[src/rtl/mem_access_unit_if.sv]
// Data-bus bundle between the memory access unit (master) and an SRAM-style port (slave).
// The master issues req/addr/wdata/strobes; the slave answers with addr_ok/data_ok/rdata.
interface mem_access_unit_if;
  logic        data_req;
  logic        data_wr;
  logic [1:0]  data_size;
  logic [31:0] data_addr;
  logic [31:0] data_wdata;
  logic [3:0]  data_wstrb;
  logic        data_addr_ok;
  logic        data_data_ok;
  logic [31:0] data_rdata;

  modport master (
    output data_req, data_wr, data_size, data_addr, data_wdata, data_wstrb,
    input  data_addr_ok, data_data_ok, data_rdata
  );

  modport slave (
    input  data_req, data_wr, data_size, data_addr, data_wdata, data_wstrb,
    output data_addr_ok, data_data_ok, data_rdata
  );
endinterface

[src/rtl/mem_access_unit.sv]
// MEM stage: drives the req/addr_ok/data_ok data bus, aligns/extends loads, builds store
// strobes, flags misaligned accesses and stalls the pipeline while a transfer is in flight.
module mem_access_unit #(
  parameter bit ADDR_MAP_EN = 1'b1,
  parameter bit RDATA_HOLD  = 1'b1
) (
  input  logic                      clk,
  input  logic                      rst,
  input  logic                      valid_i,
  input  logic [3:0]                memop_i,
  input  logic [31:0]               addr_i,
  input  logic [31:0]               wdata_i,
  input  logic                      flush_i,
  mem_access_unit_if.master         bus,
  output logic [31:0]               rdata_o,
  output logic                      done_o,
  output logic                      stall_o,
  output logic                      adel_o,
  output logic                      ades_o,
  output logic [31:0]               badvaddr_o
);

  localparam logic [3:0] OP_LB  = 4'b0001;
  localparam logic [3:0] OP_LBU = 4'b0010;
  localparam logic [3:0] OP_LH  = 4'b0011;
  localparam logic [3:0] OP_LHU = 4'b0100;
  localparam logic [3:0] OP_LW  = 4'b0101;
  localparam logic [3:0] OP_SB  = 4'b1001;
  localparam logic [3:0] OP_SH  = 4'b1010;
  localparam logic [3:0] OP_SW  = 4'b1011;

  typedef enum logic [2:0] {S_IDLE, S_REQ, S_WAIT, S_DRAIN, S_DONE} state_t;

  state_t      state_reg, state_next;
  logic [31:0] addr_reg;
  logic [1:0]  size_reg;
  logic        wr_reg;
  logic [31:0] wdata_reg;
  logic [3:0]  wstrb_reg;
  logic [3:0]  op_reg;
  logic [1:0]  off_reg;
  logic [31:0] rdata_reg;

  logic        is_load, is_store, is_half, is_word;
  logic        misaligned, idle, launch, capture;
  logic [1:0]  size_dec;
  logic [3:0]  strb_byte, strb_half, wstrb_dec;
  logic [31:0] wdata_dec, phys_addr, load_ext;
  logic [7:0]  lane [4];
  logic [7:0]  byte_sel;
  logic [15:0] half_sel;

  always_comb begin
    is_load  = 1'b0;
    is_store = 1'b0;
    is_half  = 1'b0;
    is_word  = 1'b0;
    case (memop_i)
      OP_LB, OP_LBU: is_load = 1'b1;
      OP_LH, OP_LHU: begin is_load = 1'b1; is_half = 1'b1; end
      OP_LW:         begin is_load = 1'b1; is_word = 1'b1; end
      OP_SB:         is_store = 1'b1;
      OP_SH:         begin is_store = 1'b1; is_half = 1'b1; end
      OP_SW:         begin is_store = 1'b1; is_word = 1'b1; end
      default:       ;
    endcase
  end

  assign misaligned = (is_half & addr_i[0]) | (is_word & (addr_i[1:0] != 2'b00));
  assign idle       = (state_reg == S_IDLE);
  // Address errors are reported even under flush so CP0 still sees the faulting op.
  assign adel_o     = idle & valid_i & is_load & misaligned;
  assign ades_o     = idle & valid_i & is_store & misaligned;
  assign badvaddr_o = (adel_o | ades_o) ? addr_i : 32'h0;
  assign launch     = idle & valid_i & (is_load | is_store) & ~misaligned & ~flush_i;

  assign size_dec  = is_word ? 2'd2 : (is_half ? 2'd1 : 2'd0);
  assign phys_addr = (ADDR_MAP_EN && addr_i[31:30] == 2'b10) ? {3'b000, addr_i[28:0]} : addr_i;
  assign wdata_dec = is_word ? wdata_i : (is_half ? {2{wdata_i[15:0]}} : {4{wdata_i[7:0]}});

  // Per-lane strobe selects and read-data byte lanes (little-endian).
  for (genvar gi = 0; gi < 4; gi++) begin : g_lane
    localparam logic [1:0] LANE = 2'(gi);
    assign strb_byte[gi] = (addr_i[1:0] == LANE);
    assign strb_half[gi] = (addr_i[1] == LANE[1]);
    assign lane[gi]      = bus.data_rdata[8*gi +: 8];
  end

  assign wstrb_dec = !is_store ? 4'b0000 : (is_word ? 4'b1111 : (is_half ? strb_half : strb_byte));
  assign byte_sel  = lane[off_reg];
  assign half_sel  = off_reg[1] ? {lane[3], lane[2]} : {lane[1], lane[0]};

  always_comb begin
    load_ext = bus.data_rdata;
    case (op_reg)
      OP_LB:   load_ext = {{24{byte_sel[7]}}, byte_sel};
      OP_LBU:  load_ext = {24'h0, byte_sel};
      OP_LH:   load_ext = {{16{half_sel[15]}}, half_sel};
      OP_LHU:  load_ext = {16'h0, half_sel};
      default: load_ext = bus.data_rdata;
    endcase
  end

  always_comb begin
    state_next = state_reg;
    capture    = 1'b0;
    case (state_reg)
      S_IDLE:  if (launch) state_next = S_REQ;
      S_REQ: begin
        if (bus.data_addr_ok && bus.data_data_ok) begin
          state_next = S_DONE;
          capture    = 1'b1;
        end else if (bus.data_addr_ok) begin
          state_next = S_WAIT;
        end else if (flush_i) begin
          state_next = S_IDLE;
        end
      end
      S_WAIT: begin
        if (bus.data_data_ok) begin
          state_next = S_DONE;
          capture    = 1'b1;
        end else if (flush_i) begin
          state_next = S_DRAIN;
        end
      end
      // An accepted request must still see its data_ok before the bus is reused.
      S_DRAIN: if (bus.data_data_ok) state_next = S_IDLE;
      S_DONE:  state_next = S_IDLE;
      default: state_next = S_IDLE;
    endcase
  end

  always_ff @(posedge clk) begin
    if (rst) begin
      state_reg <= S_IDLE;
      addr_reg  <= 32'h0;
      size_reg  <= 2'd0;
      wr_reg    <= 1'b0;
      wdata_reg <= 32'h0;
      wstrb_reg <= 4'b0000;
      op_reg    <= 4'b0000;
      off_reg   <= 2'b00;
      rdata_reg <= 32'h0;
    end else begin
      state_reg <= state_next;
      if (launch) begin
        addr_reg  <= phys_addr;
        size_reg  <= size_dec;
        wr_reg    <= is_store;
        wdata_reg <= wdata_dec;
        wstrb_reg <= wstrb_dec;
        op_reg    <= memop_i;
        off_reg   <= addr_i[1:0];
      end
      if (capture && !wr_reg) rdata_reg <= load_ext;
    end
  end

  assign bus.data_req   = (state_reg == S_REQ);
  assign bus.data_wr    = wr_reg;
  assign bus.data_size  = size_reg;
  assign bus.data_addr  = addr_reg;
  assign bus.data_wdata = wdata_reg;
  assign bus.data_wstrb = wstrb_reg;

  assign done_o  = (state_reg == S_DONE);
  assign stall_o = launch | (state_reg == S_REQ) | (state_reg == S_WAIT) | (state_reg == S_DRAIN);
  assign rdata_o = (RDATA_HOLD || (done_o && !wr_reg)) ? rdata_reg : 32'h0;

endmodule
[src/flat_wrapper.sv]
// flat-port wrapper written by rule: the top's interface ports become plain ports
module mem_access_unit_flat 
#(
  parameter bit ADDR_MAP_EN = 1'b1,
  parameter bit RDATA_HOLD  = 1'b1
)
  (clk, rst, valid_i, memop_i, addr_i, wdata_i, flush_i, rdata_o, done_o, stall_o, adel_o, ades_o, badvaddr_o, bus_data_req, bus_data_wr, bus_data_size, bus_data_addr, bus_data_wdata, bus_data_wstrb, bus_data_addr_ok, bus_data_data_ok, bus_data_rdata);
  mem_access_unit_if bus_i ();
  input  logic clk;
  input  logic rst;
  input  logic valid_i;
  input  logic [3:0] memop_i;
  input  logic [31:0] addr_i;
  input  logic [31:0] wdata_i;
  input  logic flush_i;
  output logic [31:0] rdata_o;
  output logic done_o;
  output logic stall_o;
  output logic adel_o;
  output logic ades_o;
  output logic [31:0] badvaddr_o;
  output wire logic [$bits(bus_i.data_req)-1:0] bus_data_req;
  output wire logic [$bits(bus_i.data_wr)-1:0] bus_data_wr;
  output wire logic [$bits(bus_i.data_size)-1:0] bus_data_size;
  output wire logic [$bits(bus_i.data_addr)-1:0] bus_data_addr;
  output wire logic [$bits(bus_i.data_wdata)-1:0] bus_data_wdata;
  output wire logic [$bits(bus_i.data_wstrb)-1:0] bus_data_wstrb;
  input wire logic [$bits(bus_i.data_addr_ok)-1:0] bus_data_addr_ok;
  input wire logic [$bits(bus_i.data_data_ok)-1:0] bus_data_data_ok;
  input wire logic [$bits(bus_i.data_rdata)-1:0] bus_data_rdata;
  assign bus_data_req = bus_i.data_req;
  assign bus_data_wr = bus_i.data_wr;
  assign bus_data_size = bus_i.data_size;
  assign bus_data_addr = bus_i.data_addr;
  assign bus_data_wdata = bus_i.data_wdata;
  assign bus_data_wstrb = bus_i.data_wstrb;
  assign bus_i.data_addr_ok = bus_data_addr_ok;
  assign bus_i.data_data_ok = bus_data_data_ok;
  assign bus_i.data_rdata = bus_data_rdata;
  mem_access_unit #(.ADDR_MAP_EN(ADDR_MAP_EN), .RDATA_HOLD(RDATA_HOLD)) u_core (.clk(clk), .rst(rst), .valid_i(valid_i), .memop_i(memop_i), .addr_i(addr_i), .wdata_i(wdata_i), .flush_i(flush_i), .bus(bus_i), .rdata_o(rdata_o), .done_o(done_o), .stall_o(stall_o), .adel_o(adel_o), .ades_o(ades_o), .badvaddr_o(badvaddr_o));
endmodule
[config.mk]
export PLATFORM = sky130hd
export DESIGN_NAME = mem_access_unit_flat
export DESIGN_NICKNAME = d
export VERILOG_FILES = /design/src/rtl/mem_access_unit_if.sv /design/src/rtl/mem_access_unit.sv /design/src/flat_wrapper.sv
export SDC_FILE = /design/constraint.sdc
export NUM_CORES = 1
export LEC_CHECK = 0
export ABC_AREA = 1
export CORE_MARGIN = 2
export CORE_UTILIZATION = 40
export CTS_BUF_LIST = sky130_fd_sc_hd__clkbuf_4
export DETAILED_ROUTE_END_ITERATION = 10
export PLACE_DENSITY = 0.77
export SLEW_MARGIN = 20
export SYNTH_ARGS = -nofsm -noshare
export SYNTH_HDL_FRONTEND = slang
export SYNTH_SLANG_ARGS = --single-unit
[constraint.sdc]
create_clock -name clk -period 1.95 [get_ports clk]
set_input_delay 0.39 -clock clk [delete_from_list [all_inputs] [get_ports clk]]
set_output_delay 0.39 -clock clk [all_outputs]
set_load 0.1 [all_outputs]
**Word-level counts from Yosys, hierarchy flattened**

Cells that the tools add are included.

- Order comparisons: 1
- Eq/ne operators: 24
- Muxes and demuxes: 29
- Bitwise gates (word level): 20
- Reductions and logical operators: 11

Operator list:

| operator | count |
|---|---|
| $mux 32 | 4 |
| $pmux 32 s4 | 1 |
| $mux 3 | 7 |
| $bmux 8 s2 | 1 |
| $eq 4x2->1 const B | 4 |
| $mux 16 | 1 |
| $mux 8 | 2 |
| $eq 4x3->1 const B | 3 |
| $eq 4x4->1 const B | 3 |
| $mux 4 | 3 |
| $pmux 3 s4 | 1 |
| $and 1x1->1 | 10 |
| $eq 4x1->1 const B | 2 |
| $mux 1 | 7 |
| $eq 2x2->1 const B | 3 |
| $eq 3x2->1 const B | 2 |
| $or 1x1->1 | 6 |
| $reduce_or 3->1 | 2 |
| $reduce_or 5->1 | 1 |
| $ne 2x2->1 const B | 2 |
| $ne 4x2->1 const B | 1 |
| $reduce_and 4->1 | 1 |
| $eq 3x1->1 const B | 1 |
| $eq 3x3->1 const B | 1 |
| other kinds (13) | 16 |

- Flip-flop bits (word level): 112
- Input bits: 106
- Output and inout port bits: 140
- Logic and storage cells: 94

**Depth between registers and ports, before layout**

Gate-level depths: netlist of the first run.

- Word-level depth: 11
- Depth in mapped cells: 12
- Gate-level depth less buffers: 11

**Worst setup path before layout of the first run**

No wires, ideal clock.

- Path kind: input to output
- From: in memop_i[3]
- To: out badvaddr_o[0]
- Arrival time: 3362 ps
- Required time: 1560 ps
- Path slack: -1802 ps
- Cell stages on the path: 10
- Buffers on the path: 1
- Path through: buf_4 -> nor2_4 -> nand3_1 -> nand2_1 -> nand2_1 -> nand2_4 -> inv_2 -> nor3b_4 -> nor2_4 -> nor2_1

- Cells in the longest elaborated chain, start to end: 8
- Elaborated cells on any way between the ends: 25
- Classes of those cells: 8 x eq/ne; 5 x mux; 8 x bitwise; 4 x reduce/logical

RTL lines:

| what | RTL line | source |
|---|---|---|
| from (decl) | flat_wrapper.sv:12 | `input logic [3:0] memop_i;` |
| $eq 4x2->1 (tied with other cells) | mem_access_unit.sv:58 | `case (memop_i)` |
| $reduce_or 3->1 (no source line) or $reduce_or 2->1 (tied branches) | -- |  |
| $mux 1 | mem_access_unit.sv:58 |  |
| $and 1x1->1 | mem_access_unit.sv:69 | `assign misaligned = (is_half & addr_i[0]) \| (is_word & (addr_i[1:0] != 2'b00));` |
| $or 1x1->1 | mem_access_unit.sv:69 |  |
| $and 1x1->1 (*) | mem_access_unit.sv:73 | `assign ades_o = idle & valid_i & is_store & misaligned;` |
| named net ades_o | flat_wrapper.sv:20 | `output logic ades_o;` |
| $or 1x1->1 (*) | mem_access_unit.sv:74 | `assign badvaddr_o = (adel_o \| ades_o) ? addr_i : 32'h0;` |
| $mux 32 (*) | mem_access_unit.sv:74 |  |
| to (decl) | flat_wrapper.sv:21 | `output logic [31:0] badvaddr_o;` |

Mark *: on every way through the listed nets, which the timed path passes. The rest lies on a longest branch.

**Worst setup path in the final report of the first run**

- From: reg u_core.state_reg[0]
- To: out badvaddr_o[5]

- Cells in the longest elaborated chain, start to end: 6
- Elaborated cells on any way between the ends: 8
- Classes of those cells: 1 x mux; 6 x bitwise; 1 x reduce/logical

RTL lines:

| what | RTL line | source |
|---|---|---|
| from (decl) | mem_access_unit.sv:34 | `state_t state_reg, state_next;` |
| from (signal assigned) | mem_access_unit.sv:146 | `state_reg <= state_next;` |
| $logic_not 3->1 (*) | mem_access_unit.sv:70 | `assign idle = (state_reg == S_IDLE);` |
| $and 1x1->1 (*) | mem_access_unit.sv:72, mem_access_unit.sv:73 |  |
| $and 1x1->1, on equally long branches (2 in a row) | mem_access_unit.sv:72, mem_access_unit.sv:73 |  |
| $or 1x1->1 (*) | mem_access_unit.sv:74 |  |
| $mux 32 (*) | mem_access_unit.sv:74 |  |

Mark *: on every way between the ends. The rest lies on a longest branch, timed or not.

==> results.ini, run 1 <==
[setup_path]
r2r_cells = 12
reg2reg_to = u_core.bus.data_addr[18]
crit_type = reg -> out
worstSetupStartpoint = u_core.state_reg[0]
arrival_ps = 2160
r2r_setup_slack_ps = 50
start_kind = flip-flop
endpoint_kind = output port
r2r-start = u_core.state_reg[0]
cp_data_required_time_ps = 1560
critPathMaxFanout = 8

[clock_network]
cts_buffer_depth = 2
clk_pin_slew_ps = 160
cts_sinks = 110
h-tree-depth = 3
cts_made_buffers = 9
clockRootBuffer = clkbuf_4
tritoncts = yes
cts_hold_buffers = 0
clkLatencyLatePin_ps = 510

[power]
pwr_density_cell_nw_per_um2 = 743.7
pwr-share-clk_pct = 16.2
sw_frac_of_total_pct = 45.77
leakage_nw = 4.105
sequentialPowerShare_pct = 37.3
internal_power_mw = 3.677
power_frac_comb_pct = 46.5
power_switching_mw = 3.103
peakVddDrop_mv = 0.3790

[floorplanning]
std_cell_rows = 43
die_area_sq_um = 15260
io_pins = 246
start_util_pct = 41.01
die_h_um = 123.5
fp.dieW_um = 123.5
core_area_sq_um = 13930

[global_routing]
use_met3_pct = 7.887
overflow = 0
grt_pass1_vias = 6017
grt_pass1_wl_mm = 29.66
grt_usage_pct = 24.66
grt_util_met2_pct = 40.38
antenna_found_initial = 0
grt_max_degree = 48
top_usage_layer = met2
grt_util_met1_pct = 30.28

[synthesis]
syn_inst = 825
synth_top_area_share_pct = 38.54
synth_area_sq_um = 5714
mappedNetlistNets = 931
ys_warn_count = 0
synth_seq_cells = 110
synthTopCellsByArea = dfxtp_1 39%, nand2_1 16%, a21oi_1 8.7%
ys_seq_area_share_pct = 38.54
ys_types = 32
yosysTopAreaCell = dfxtp_1
syn-mean-instance-area_sq_um = 6.926

[cells_and_area]
n_fill_cell = 1183
layout-drive-gt1-share_pct = 26.39
nNetsFinal = 1200
area_growth_pct = 59.54
fin_cells = 1279
num_antenna_cells = 0

[worst_hold_path]
min_path_cells = 5
hold_class = in -> reg
hp-start = rst
whs_endpoint = u_core.state_reg[0]

[routing]
antenna_left = 0
drc = 0
vias = 6428
wl_per_cell_um = 15.09
wl_mm = 19.29
via_per_inst = 5.026
firstDrtPassIters = 5
drtIter0Drc = 538

[sta]
drv_slew = 0
rsz0062_at_grt = true
timing.final.crit_period_ps = 2554
fin_crit_sh_pct = 131.0
worst_slack_ps = -604.3
fmax_ghz = 0.3915
slew_headroom_pct = 67.80
worst_slew_pin_slew_ps = 483.0
setup_violations = 35
final_hold_viol_count = 0
skew_ps = 17.82

[run_status]
status = finished, violations left
failed_checks = negative setup slack

[placement]
numPortBuffers = 245
dpl.hpwl_mm = 14.56
place_ws_ps = -787.5
dp_cells = 1256
gp_routability_congestion = 0.9118

[flow_run]
cap_viol_max_count = 0

## per-stage QoR
step                hold WS [ps]  cell area (sq um)  utilization, %  TNS, ps  total power, mW
finish                     375.4               9116           65.42   -19500            6.780
global route               369.9               9116           65.42   -24340            7.083
CTS                        341.1               9007           64.64   -19160            6.755
detailed placement         454.4               8831           63.37   -63530            5.635
global placement           447.0               8831           63.37   -55160            5.610
floorplan                  452.8               5828               -   -39860            4.667
## how the worst max path moves through the flow
| stage | to | slack [ps] | cells after the start |
|---|---|---|---|
| 3_3_place_gp | badvaddr_o[21] | -710 | 13 |
| 5_1_grt | badvaddr_o[5] | -740 | 9 |
| 4_1_cts | badvaddr_o[25] | -590 | 9 |
| 2_1_floorplan | badvaddr_o[21] | -1250 | 10 |
| 6_report | badvaddr_o[5] | -600 | 9 |
| 3_5_place_dp | badvaddr_o[21] | -790 | 11 |
## kinds of logic (layout without fill, tap and decap cells)
logic type,after synthesis,count (layout),share of synthesized area (%)
AND/OR/NAND/NOR,358,358,29.23
AO/OA/AOI/OAI,226,226,21.22
buffers and inverters,131,405,11.01
flip-flops,110,110,38.54
## power by group through the flow
stage	combinational (mW)	clock (mW)	sequential, mW
5_1_grt	3.32	1.22	2.55
3_3_place_gp	3.04	0	2.57
3_5_place_dp	3.07	0	2.57
4_1_cts	3.11	1.13	2.52
2_1_floorplan	1.02	0	3.65
6_report	3.15	1.10	2.53
## critical path: stages (launching register included)
cell       delay (ps)
dfxtp_2           360
nor2_2            110
nand2_1            90
nor2_1            100
buf_4             150
nor3b_4           250
nor2_4            120
clkbuf_16         200
nor2_4            110
buf_12            180
## routing by layer
| layer | share of wire (%) | wire length, um |
|---|---|---|
| met5 | 0 | 0 |
| met4 | 2.9 | 555 |
| met3 | 9.4 | 1820 |
| met2 | 48 | 9278 |
| met1 | 40 | 7640 |
## cell type report
cell class	instances	area, sq um	area share, %
Inverter	81	306.5	3.363
Clock inverter	6	46.29	0.5078
Clock buffer	10	75.07	0.8235
Multi-Input combinational cell	584	2993	32.83
Tap cell	180	225.2	2.470
Sequential cell	110	2210	24.24
Timing Repair Buffer	308	3261	35.77
## synthesized netlist by cell type, drive strengths merged
cell and n:
o211a 7, nand2 247, a21oi 99, dfxtp 110, or2 1, o21bai 1, inv 80, nand3 16
nand4 10, clkinv 1, o211ai 7, a211oi 3, nor3b 1, a21boi 1, a31oi 1, clkbuf 20
and2 2, o21ai 107, nor2 75, buf 30, nor3 6
## cells in the final DEF, fill, tap and decap left out, types with 3 or more instances in the layout
cell	instances
nor2_1	36
a211oi_2	3
clkdlybuf4s50_1	100
o21ai_1	33
nor3_1	4
dfxtp_2	3
buf_12	49
nand2_1	240
nand4_1	10
nand2_2	5
clkbuf_4	10
buf_4	148
dlygate4sd2_1	4
o211ai_1	7
o21ai_0	72
a21oi_1	99
inv_2	9
clkinv_1	3
inv_1	70
nand3_1	14
dfxtp_1	106
nor2_4	37
o211a_1	7
## repair_timing
action,CTS,global route
pin swaps,5,5
setup buffers,3,4
setup endpoints to repair,42,39
resized for setup,10,12
cloned,1,2
Note: power is estimated with default switching activity, not from simulation.
==> run 2: changes to the inputs <==
--- a/config.mk
+++ b/config.mk
@@ -6,12 +6,15 @@
 export NUM_CORES = 1
 export LEC_CHECK = 0
 export ABC_AREA = 1
+export CELL_PAD_IN_SITES_DETAIL_PLACEMENT = 0
+export CELL_PAD_IN_SITES_GLOBAL_PLACEMENT = 2
 export CORE_MARGIN = 2
-export CORE_UTILIZATION = 40
+export CORE_UTILIZATION = 20
 export CTS_BUF_LIST = sky130_fd_sc_hd__clkbuf_4
 export DETAILED_ROUTE_END_ITERATION = 10
-export PLACE_DENSITY = 0.77
+export PLACE_DENSITY = 0.75
 export SLEW_MARGIN = 20
 export SYNTH_ARGS = -nofsm -noshare
 export SYNTH_HDL_FRONTEND = slang
 export SYNTH_SLANG_ARGS = --single-unit
+export TNS_END_PERCENT = 100
==> run 2 against run 1 <==
  * The flow still finishes with violations (negative setup slack)
  * Non-clock buffer count is 16 higher
  * Sequential share of layout area is 1.1 points lower
  * Clock power is 22% higher
  * Worst setup slack better by 5.4 ps
  * Design area is 4.7% higher
  * Critical path type unchanged
  * Highest routed layer is now met5
==> results.ini, run 2 (synthesized netlist as in run 1, its figures left out) <==
[clock_network]
clockRootBuffer = clkbuf_4
h-tree-depth = 3
cts_made_buffers = 9
cts_hold_buffers = 0
cts_buffer_depth = 2
clkLatencyLatePin_ps = 520
cts_sinks = 110
tritoncts = yes
clk_pin_slew_ps = 220

[sta]
worst_slew_pin_slew_ps = 540.3
worst_slack_ps = -598.9
skew_ps = 40.45
slew_headroom_pct = 63.98
fmax_ghz = 0.3923
drv_slew = 0
fin_crit_sh_pct = 130.7
timing.final.crit_period_ps = 2549
final_hold_viol_count = 0
rsz0062_at_grt = true
setup_violations = 35

[cells_and_area]
nNetsFinal = 1216
layout-drive-gt1-share_pct = 27.44
fin_util_pct = 34.18
fin_area_sq_um = 9549
n_fill_cell = 3063
layout_commonest_cell = nand2_1
most-common-layout-cells = 239 x nand2_1, 161 x buf_4, 106 x dfxtp_1
area_growth_pct = 67.11

[routing]
drc = 0
wl_mm = 22.89
met2_wirelength_mm = 10.81
vias = 6297
firstDrtPassIters = 5
wl_per_cell_um = 15.27
dr.max_layer_used = met5
wl_met1_mm = 10.05
via_per_inst = 4.201
antenna_left = 0
drtIter0Drc = 332
wl_met3_mm = 1.775

[floorplanning]
die_area_sq_um = 29940
fp.dieW_um = 173.0
io_pins = 246
start_util_pct = 20.46
core_area_sq_um = 27930
die_h_um = 173.0
std_cell_rows = 61

[global_routing]
grt_max_degree = 44
grt_usage_pct = 15.13
antenna_found_initial = 6
grt_pass1_wl_mm = 35.95
grt_pass1_vias = 6441
overflow = 0

[setup_path]
endpoint_kind = output port
cp_top_family = simple AND/OR/NAND/NOR gates
cpMostUsedCell = nor2_4
r2r-start = u_core.state_reg[0]
reg2reg_to = u_core.bus.data_addr[9]
crit_type = reg -> out
critPathMaxFanout = 5
cp_slowest_cell = dfxtp_2
path_buf_inv = 4
r2r_setup_slack_ps = 160
max_stage_delay_ps = 370
r2r_cells = 11
path_cells = nor2_4 -> nand2_2 -> nor2_1 -> buf_4 -> nor3b_4 -> nor2_4 -> buf_6 -> buf_16 -> nor2_4 -> buf_12
arrival_ps = 2160
start_kind = flip-flop
cp_data_required_time_ps = 1560

[placement]
gp_routability_congestion = 0.7560
dpl.hpwl_mm = 17.59
dpl_cell_area_sq_um = 9221
numPortBuffers = 245

[worst_hold_path]
hold_class = in -> reg
hp-start = rst
min_path_cells = 4
whs_endpoint = u_core.bus.data_wdata[2]

[flow_run]
cap_viol_max_count = 0

[run_status]
status = finished, violations left
failed_checks = negative setup slack

[power]
peakVddDrop_mv = 0.2972
leakage_nw = 4.205
pwr_density_cell_nw_per_um2 = 739.8

==> run 2: cell count changes in the layout (fill, tap and decap cells not counted), moves of 2 or more <==
cell / delta
clkbuf_16: -2
buf_4: +13
buf_6: +2
clkinv_1: -2
diode_2: +6
buf_12: +2
==> run 2: tightest hold or removal path: cells and delay by family <==
family | cells | cell delay [ps]
and+or+nand+nor | 1 | 40
buffers and inverters | 2 | 270
AOI/OAI and AO/OA | 1 | 130
==> run 2: report_power, final <==
group / internal (mW) / leakage, nW / switching [mW] / total (mW)
Combinational: 0.991 / 3.23 / 2.20 / 3.19
Sequential: 2.42 / 0.894 / 0.114 / 2.53
Clock: 0.422 / 0.0832 / 0.916 / 1.34
Total: 3.83 / 4.21 / 3.23 / 7.06
==> run 2: final cells by class <==
class	instances	area, sq um	share of cell area [%]
Clock buffer	9	67.56	0.7075
Clock inverter	7	90.09	0.9434
Sequential cell	110	2210	23.14
Timing Repair Buffer	324	3400	35.60
Inverter	81	306.5	3.210
Multi-Input combinational cell	584	2988	31.29
Tap cell	378	473.0	4.953
Antenna cell	6	15.01	0.1572
==> run 2: through the flow <==
step | setup WS (ps) | power (mW) | cells | hold slack (ps) | TNS, ps
3_3_place_gp | -804.4 | 5.728 | 1468 | 449.6 | -64470
2_1_floorplan | -1247 | 4.667 | 825 | 452.8 | -39860
6_report | -598.9 | 7.065 | 1499 | 332.7 | -19600
3_5_place_dp | -835.8 | 5.725 | 1468 | 455.1 | -67530
4_1_cts | -670.0 | 7.139 | 1491 | 280.4 | -21910
5_1_grt | -735.0 | 7.425 | 1496 | 335.9 | -24290
==> run 2: worst max path at each step <==
stage / from / endpoint / slack [ps] / depth (start not counted)
final: u_core.state_reg[0] / badvaddr_o[27] / -600 / 10
after global routing: u_core.state_reg[2] / badvaddr_o[27] / -740 / 10
after CTS: u_core.state_reg[2] / badvaddr_o[27] / -670 / 10
after detailed placement: memop_i[2] / badvaddr_o[10] / -840 / 13
after global placement: memop_i[2] / badvaddr_o[24] / -800 / 13
after floorplan: memop_i[3] / badvaddr_o[21] / -1250 / 10
==> run 2: per-layer routing <==
| layer | GRT usage (%) | vias to the layer above |
|---|---|---|
| met2 | 25.32 | 178 |
| li1 | - | 3233 |
| met4 | 3.107 | 2 |
| met5 | 0 | - |
| met3 | 5.123 | 19 |
| met1 | 18.88 | 2865 |
==> run 2: timing repair <==
item,4_1_cts,5_1_grt
buffers inserted,7,2
endpoints found under the setup margin,45,36
gates resized for setup,14,7
cloned,2,0
pin swaps,10,0
